`config.mk`:
```
export PLATFORM = sky130hd
export DESIGN_NAME = as_ctrl
export DESIGN_NICKNAME = d
export VERILOG_FILES = /design/src/rtl/as_pkg.sv /design/src/rtl/as_decode.sv /design/src/rtl/as_ctrl.sv
export SDC_FILE = /design/constraint.sdc
export NUM_CORES = 1
export LEC_CHECK = 0
export CELL_PAD_IN_SITES_DETAIL_PLACEMENT = 0
export CELL_PAD_IN_SITES_GLOBAL_PLACEMENT = 1
export CORE_ASPECT_RATIO = 1.4
export CORE_MARGIN = 1
export CORE_UTILIZATION = 31
export CTS_BUF_LIST = sky130_fd_sc_hd__clkbuf_2 sky130_fd_sc_hd__clkbuf_4 sky130_fd_sc_hd__clkbuf_8
export DETAILED_ROUTE_END_ITERATION = 12
export PLACE_DENSITY = 0.9
export SYNTH_ARGS = -nofsm -noshare
export SYNTH_HDL_FRONTEND = slang
export SYNTH_SLANG_ARGS = --single-unit
```
`constraint.sdc`:
```
create_clock -name clk -period 1.35 [get_ports clk]
set_clock_uncertainty 0.1 [all_clocks]
set_input_delay 0.3375 -clock clk [delete_from_list [all_inputs] [get_ports clk]]
set_output_delay 0.3375 -clock clk [all_outputs]
set_load 0.01 [all_outputs]
```
`src/rtl/as_pkg.sv`:
```
// as_pkg: opcodes, FSM states, instruction field positions and datapath control bundle for the as sequencer.
package as_pkg;
   typedef enum logic [3:0] {
      OP_NOP  = 4'd0,
      OP_ADDI = 4'd1,
      OP_MLA  = 4'd2,
      OP_IN   = 4'd3,
      OP_ACCI = 4'd4,
      OP_ACCM = 4'd5,
      OP_BSW  = 4'd6,
      OP_JMP  = 4'd7,
      OP_BZR  = 4'd8,
      OP_HALT = 4'd15
   } opcode_t;
   typedef enum logic [1:0] {FETCH, DECODE, EXEC, HALT} state_t;
   localparam int OP_MSB  = 17;
   localparam int OP_LSB  = 14;
   localparam int RD_MSB  = 13;
   localparam int RD_LSB  = 11;
   localparam int RS_MSB  = 10;
   localparam int RS_LSB  = 8;
   localparam int IMM_MSB = 7;
   localparam int IMM_LSB = 0;
   localparam int TGT_LSB = 8;
   typedef struct packed {
      logic add_a_sel;
      logic add_b_sel;
      logic acc_en;
      logic acc_add;
      logic in_en;
      logic reg_we;
   } ctrl_t;
endpackage

```
`src/rtl/as_decode.sv`:
```
// as_decode: combinational opcode to datapath controls and flow-control flags; unlisted opcodes decode as NOP.
module as_decode
   import as_pkg::*;
(
   input  logic [3:0] i_op,
   output ctrl_t      o_ctrl,
   output logic       o_is_branch,
   output logic       o_is_jump,
   output logic       o_is_halt
);
   opcode_t w_op;
   assign w_op = opcode_t'(i_op);
   always_comb begin
      o_ctrl.add_a_sel = w_op == OP_BSW;
      o_ctrl.add_b_sel = w_op inside {OP_ADDI, OP_ACCI, OP_BSW, OP_BZR};
      o_ctrl.acc_en    = w_op inside {OP_ACCI, OP_ACCM};
      o_ctrl.acc_add   = w_op inside {OP_ACCI, OP_ACCM};
      o_ctrl.in_en     = w_op == OP_IN;
      o_ctrl.reg_we    = w_op inside {OP_ADDI, OP_MLA, OP_IN};
      o_is_branch      = w_op inside {OP_BSW, OP_BZR};
      o_is_jump        = w_op == OP_JMP;
      o_is_halt        = w_op == OP_HALT;
   end
endmodule

```
`src/rtl/as_ctrl.sv`:
```
// as_ctrl: 3-cycle fetch/decode/exec sequencer driving the ALU/ACC datapath controls.
// Defining AS_SINGLE_STEP_EN adds a step button; each rising edge seen in FETCH runs one instruction.
module as_ctrl
   import as_pkg::*;
#(
   parameter int N  = 8,
   parameter int PW = 6,
   parameter int IW = 18
) (
   input  logic          clk,
   input  logic          n_reset,
`ifdef AS_SINGLE_STEP_EN
   input  logic          step,
`endif
   output logic [PW-1:0] imem_addr,
   input  logic [IW-1:0] imem_rdata,
   input  logic          z,
   output logic [2:0]    rd_addr,
   output logic [2:0]    rs_addr,
   output logic [N-1:0]  immediate,
   output logic          add_a_sel,
   output logic          add_b_sel,
   output logic          acc_en,
   output logic          acc_add,
   output logic          in_en,
   output logic          reg_we,
   output logic [PW-1:0] pc,
   output logic          halted
);
   state_t        r_state;
   logic [PW-1:0] r_pc;
   logic [IW-1:0] r_ir;
   ctrl_t         w_dec;
   ctrl_t         w_ctrl;
   logic          w_branch;
   logic          w_jump;
   logic          w_halt;
   logic          w_taken;
   logic          w_go;
`ifdef AS_SINGLE_STEP_EN
   logic [1:0]    r_sync;
   logic          r_prev;
   always_ff @(posedge clk or negedge n_reset) begin
      if (!n_reset) begin
         r_sync <= '0;
         r_prev <= 1'b0;
      end else begin
         r_sync <= {r_sync[0], step};
         r_prev <= r_sync[1];
      end
   end
   // an edge is only consumed by FETCH; elsewhere it simply expires
   assign w_go = r_sync[1] & ~r_prev;
`else
   assign w_go = 1'b1;
`endif
   as_decode u_decode (
      .i_op       (r_ir[OP_MSB:OP_LSB]),
      .o_ctrl     (w_dec),
      .o_is_branch(w_branch),
      .o_is_jump  (w_jump),
      .o_is_halt  (w_halt)
   );
   assign w_taken = w_jump | (w_branch & z);
   always_ff @(posedge clk or negedge n_reset) begin
      if (!n_reset) begin
         r_state <= FETCH;
         r_pc    <= '0;
         r_ir    <= '0;
      end else begin
         case (r_state)
            FETCH:  r_state <= w_go ? DECODE : FETCH;
            DECODE: begin
               r_ir    <= imem_rdata;
               r_state <= EXEC;
            end
            EXEC: begin
               r_state <= w_halt ? HALT : FETCH;
               r_pc    <= w_halt ? r_pc : w_taken ? r_ir[TGT_LSB +: PW] : r_pc + 1'b1;
            end
            default: r_state <= HALT;
         endcase
      end
   end
   // gating on the registered state drops every enable as soon as reset hits
   assign w_ctrl    = (r_state == EXEC) ? w_dec : '0;
   assign {add_a_sel, add_b_sel, acc_en, acc_add, in_en, reg_we} = w_ctrl;
   assign rd_addr   = r_ir[RD_MSB:RD_LSB];
   assign rs_addr   = r_ir[RS_MSB:RS_LSB];
   assign immediate = N'($signed(r_ir[IMM_MSB:IMM_LSB]));
   assign imem_addr = r_pc;
   assign pc        = r_pc;
   assign halted    = r_state == HALT;
endmodule
```
==> reports/qor.csv, run 1 <==
metric,value,unit
die-area,4880,um2
min_period_over_period,1.45,
cts.sinks,26,
dr.pass1.iters,4,
clk_latency,0.27,ns
async_flop_share,1.00,
yosysSeqAreaShare,0.456,
reg2reg_slack,-0.47,ns
vdd_drop_max,1.11,mV
synth_top_cell_by_area,dfrtp_1,
die_w,59.3,um
power_density,2610,nW/um2
wl_met3,117,um
grt_max_degree,27,
vias,1245,
core_region_area,4310,um2
setup_viol_count_final,34,
grt_pass1_wl,6.06,mm
hold_violations,0,
nNetsFinal,233,
drtIter0Drc,24,
syn_area,1430,um2
synthFlopType,dfrtp_1,
topRoutingLayerUsed,met4,
postSynthNetCount,144,
path_buf_inv,1,
htreeDepth,1,
drc,0,
timing.rr.end,imem_addr[5]$_DFFE_PN0P_,
worst_pin_slew,0.397,ns
clockBufferDepth,2,
dp.cells,239,
ys_types,34,
port_buffers,53,
n_antenna_cell,0,
cp-end-kind,primary output,
cts_tree,yes,
grt_pass1_vias,1292,
yosysTopAreaCellShare,0.456,
drv_cap,0,
crit_family,simple AND/OR/NAND/NOR gates,
yosysWarnings,0,
synth_edf_count,0,
postSynthAreaPerCell,11.7,um2
rsz0062_at_grt,true,
path_max_fanout,4,
drv_slew,0,
power,6700,uW
synthCells,122,
max_freq,509,MHz
reg2reg_depth,8,
drt_wl_total,4.00,mm
syn_to_final_growth,80.1,%
path_class,reg2out,
final_core_util,0.596,
vias_per_cell,4.61,
cts_buffers,3,
wl_met1,1.49,mm
cp_cell_sequence,or3b_4 -> a21oi_2 -> nor2_1 -> nor2_2 -> buf_2,
r2r_start,r_ir[16]$_DFFE_PN0N_,
wl_met2,2.30,mm
required,0.91,ns
clk_pin_slew,0.09,ns
violations,setup timing,
cts-root-buf,clkbuf_8,
synthTopCellsByArea,"dfrtp_1 46%, buf_4 12%, mux2_1 7.1%",
min_path_type,in2async,
antenna_found_initial,0,
cts.hold.buffers_added,0,
setup_ws,-0.613,ns
start_util,0.331,
slowest_delay,0.41,ns
io_pins,54,
yosys_register_bits,26,
rows,28,
cp.arrival,1.53,ns
status,"finished, violations left",
grt_util_all_layers,0.165,
dpl_cell_area,2160,um2
finish.instance_area,2570,um2
start_kind,register,
place.gp.congestion,0.833,
grt-ovfl-total,0,
p_leak,0.00122,uW
slowest_stage,dfrtp_1,
final_cells,270,
max_slew_margin,0.736,
wl_per_cell,14.8,um
drive_above_1_share,0.681,
die_h,82.3,um
min_period,1.96,ns
drtAntennaViolNets,0,
hpwl,2.61,mm
[worst register-to-register path, delay by kind of cell, from the launching register on]
kind            cells  cell delay, ns
compound gates      3            0.34
buf+inv             4            0.58
simple gates        1            0.30
flops               1            0.42
[power breakdown]
group	switching, uW	internal [uW]	total, uW
Sequential	269	1200	1460
Combinational	1910	2860	4760
Clock	241	232	473
Total	2420	4280	6700
[cell usage in the layout, fill, tap and decap left out, types with 2 or more instances in the layout]
cell,n
dfrtp_1,23
nand2_1,6
mux2_4,18
buf_2,12
nand3_1,3
nor2_2,3
nor2_1,2
a2bb2oi_2,4
dfrtp_2,3
buf_6,26
mux2i_1,3
a21oi_4,2
nor4b_4,2
nand4_1,2
buf_4,34
buf_12,3
clkbuf_2,12
a21oi_2,3
clkbuf_8,3
clkdlybuf4s50_1,20
[area by class of cell]
type,count,area (um2)
timing repair buffer,110,980
fill,349,1740
sequential,26,654
multi-input combinational,69,807
tap,60,75.1
clock buffer,4,48.8
inverter,1,3.75
[cell usage after synthesis (2+ instances only)]
cell       count
dfrtp_1       26
buf_4         22
mux2_1         9
mux2_2         9
nand2_1        6
nor2_1         6
mux2i_1        5
a21oi_2        4
a2bb2oi_1      4
nand3_1        3
buf_2          2
buf_6          2
nand4_1        2
nor4_1         2
[timing repair]
action | 4_1_cts | 5_1_grt
pin swaps | 10 | 7
gates resized for setup | 140 | 46
buffers inserted | 17 | 14
cloned | 0 | 1
endpoints found under the setup margin | 58 | 55
[worst max-delay path by stage]
stage | from | end | slack, ns | depth (start not counted)
5_1_grt | r_ir[14]$_DFFE_PN0N_ | add_b_sel | -0.67 | 5
3_5_place_dp | r_ir[16]$_DFFE_PN0N_ | add_b_sel | -0.74 | 5
6_report | r_ir[14]$_DFFE_PN0N_ | add_b_sel | -0.61 | 5
2_1_floorplan | r_ir[16]$_DFFE_PN0N_ | add_b_sel | -0.23 | 4
3_3_place_gp | r_ir[16]$_DFFE_PN0N_ | add_b_sel | -0.66 | 5
4_1_cts | r_ir[15]$_DFFE_PN0N_ | add_b_sel | -0.60 | 5
[metal layers]
layer  global-route usage  vias up
met1                0.189      618
met4               0.0786        0
met3               0.0171        8
li1                     -      583
met2                0.301       36
met5                    0        -
[state kept, by name, indices dropped and copies added (netlist names)]
name       count
imem_addr      6
r_ir          18
r_state        2
[through the flow]
stage | setup TNS, ns | setup slack (ns) | hold WS (ns)
after detailed placement | -8.04 | -0.744 | 0.396
after global placement | -7.17 | -0.665 | 0.393
after global routing | -10.08 | -0.672 | 0.329
final | -8.30 | -0.613 | 0.316
after floorplan | -1.09 | -0.229 | -0.0581
after CTS | -5.62 | -0.600 | 0.314
[cells by family (layout without fill, tap and decap cells)]
logic type,count (synthesis),after routing,synth area share
simple gates,32,32,0.139
buf+inv,27,115,0.141
flops,26,26,0.456
mux,23,23,0.177
compound gates,13,13,0.0781
fa+ha+maj,1,1,0.00877
Note: power is estimated with default switching activity, not from simulation.
==> inputs of run 2 (changes only) <==
MAX_ROUTING_LAYER = met4   (was default)
clock period = 1.7 ns   (was 1.35 ns; I/O delays follow)
==> run 2 against run 1 <==
  * The flow still finishes with violations (setup timing)
  * Register-to-register slack improved by 0.26 ns
  * Die area did not move
  * Non-clock buffer count decreased by 34
  * Wire length down 18%
  * Worst setup slack improved by 0.30 ns
  * Critical endpoint unchanged
  * Largest cell class unchanged
  * Largest power group unchanged
==> reports/qor.csv, run 2 (synthesis gave the netlist of run 1 again) <==
metric,value,unit
rsz0062_at_grt,true,
drv_cap,0,
multi_input_area,666,um2
path_max_fanout,5,
regArea,653,um2
power,4080,uW
power_density,1880,nW/um2
grt_busiest_layer,met2,
slowest_delay,0.43,ns
cts_buffers,3,
max_freq,497,MHz
drtAntennaViolNets,0,
start_kind,register,
vdd_drop_max,0.905,mV
required,1.17,ns
die_w,59.3,um
crit_top_cell,nor2_1,
vias_per_cell,4.73,
grt_use_met3,0.0140,
clk_latency,0.26,ns
violations,setup timing,
clockBufferDepth,2,
grt-ovfl-total,0,
grt_use_met2,0.274,
clk_pin_slew,0.08,ns
grt_use_met1,0.161,
min_path_type,reg2reg,
rows,28,
finish.instance_area,2170,um2
die_h,82.3,um
place.gp.congestion,0.829,
min_period_over_period,1.18,
core_region_area,4310,um2
setup_ws,-0.312,ns
grt_max_degree,27,
p_leak,0.00103,uW
dr.pass1.iters,4,
drtIter0Drc,11,
dp.cells,226,
setup_viol_count_final,12,
cts.sinks,26,
grt_util_all_layers,0.150,
status,"finished, violations left",
n_antenna_cell,0,
drv_slew,0,
final_cell_mix,"24 x dfrtp_1, 20 x clkdlybuf4s50_1, 17 x dlygate4sd2_1, 17 x buf_4",
slowest_stage,dfrtp_1,
vias,1111,
mostFrequentLayoutCell,dfrtp_1,
grt_pass1_wl,5.38,mm
hold_violations,0,
start_util,0.331,
largest_register,r_ir,
hpwl,2.50,mm
fillerInstances,383,
drive_above_1_share,0.360,
cts-root-buf,clkbuf_8,
final_core_util,0.503,
syn_to_final_growth,52.1,%
dpl_cell_area,2000,um2
antenna_found_initial,0,
max_slew_margin,0.609,
htreeDepth,1,
path_class,reg2out,
largest_register_ffs,18,
final_cells,235,
final.setup.tns,-1.90,ns
drt_wl_total,3.30,mm
cts_tree,yes,
nNetsFinal,199,
wl_per_cell,14.0,um
grt_pass1_vias,1200,
cp_cell_sequence,buf_4 -> or2b_1 -> a21oi_2 -> nor2_1 -> nor2_1 -> buf_2,
cp.arrival,1.49,ns
cp-end-kind,primary output,
die-area,4880,um2
min_period,2.01,ns
io_pins,54,
port_buffers,53,
drc,0,
worst_pin_slew,0.584,ns
-- run 2: metal layers --
layer  vias up  share of wire  routed length [um]
li1        514              -                   -
met1       557           0.37                1230
met2        34           0.58                1900
met3         6          0.029                  95
met4         0          0.020                  65
met5         -              0                   0
-- run 2: what timing repair did --
action / CTS / global route
endpoints found under the setup margin: 31 / 21
setup buffers: 4 / 1
hold buffers: 0 / 0
gates resized for setup: 62 / 13
pin swaps: 5 / 1
gates cloned: 1 / 0
-- run 2: where the power goes --
group | internal [uW] | switching (uW) | total (uW)
Combinational | 1450 | 1090 | 2550
Sequential | 948 | 261 | 1210
Clock | 158 | 165 | 323
-- run 2: layout make-up --
cell class	instances	area share
Timing Repair Buffer	76	0.337
Multi-Input combinational cell	69	0.307
Sequential cell	26	0.301
Tap cell	60	0.0346
Clock buffer	3	0.0190
Inverter	1	0.00173
-- run 2: stage by stage --
stage,setup slack [ns],hold WS (ns)
finish,-0.312,0.392
global route,-0.381,0.425
CTS,-0.323,0.406
detailed placement,-0.480,0.382
global placement,-0.406,0.373
floorplan,0.00740,0.0294
-- run 2: path summary, 6_finish.rpt --
kind / from / endpoint / slack, ns / cells after the start
worst max-delay path: r_ir[14]$_DFFE_PN0N_ / add_b_sel / -0.31 / 6
worst min-delay path: r_ir[7]$_DFFE_PN0N_ / r_ir[7]$_DFFE_PN0N_ / 0.39 / 1
worst max register to register: r_ir[16]$_DFFE_PN0N_ / imem_addr[2]$_DFFE_PN0P_ / -0.21 / 8
worst min register to register: r_ir[7]$_DFFE_PN0N_ / r_ir[7]$_DFFE_PN0N_ / 0.39 / 1
max in group asynchronous: n_reset / r_ir[17]$_DFFE_PN0N_ / 0.79 / 2
min in group asynchronous: n_reset / r_ir[5]$_DFFE_PN0N_ / 0.44 / 2
-- run 2: critical path: cells and delay by family (launching register included) --
| kind | cells | cell delay (ns) |
|---|---|---|
| compound gates | 1 | 0.15 |
| buf+inv | 2 | 0.30 |
| flops | 1 | 0.43 |
| simple gates | 3 | 0.36 |
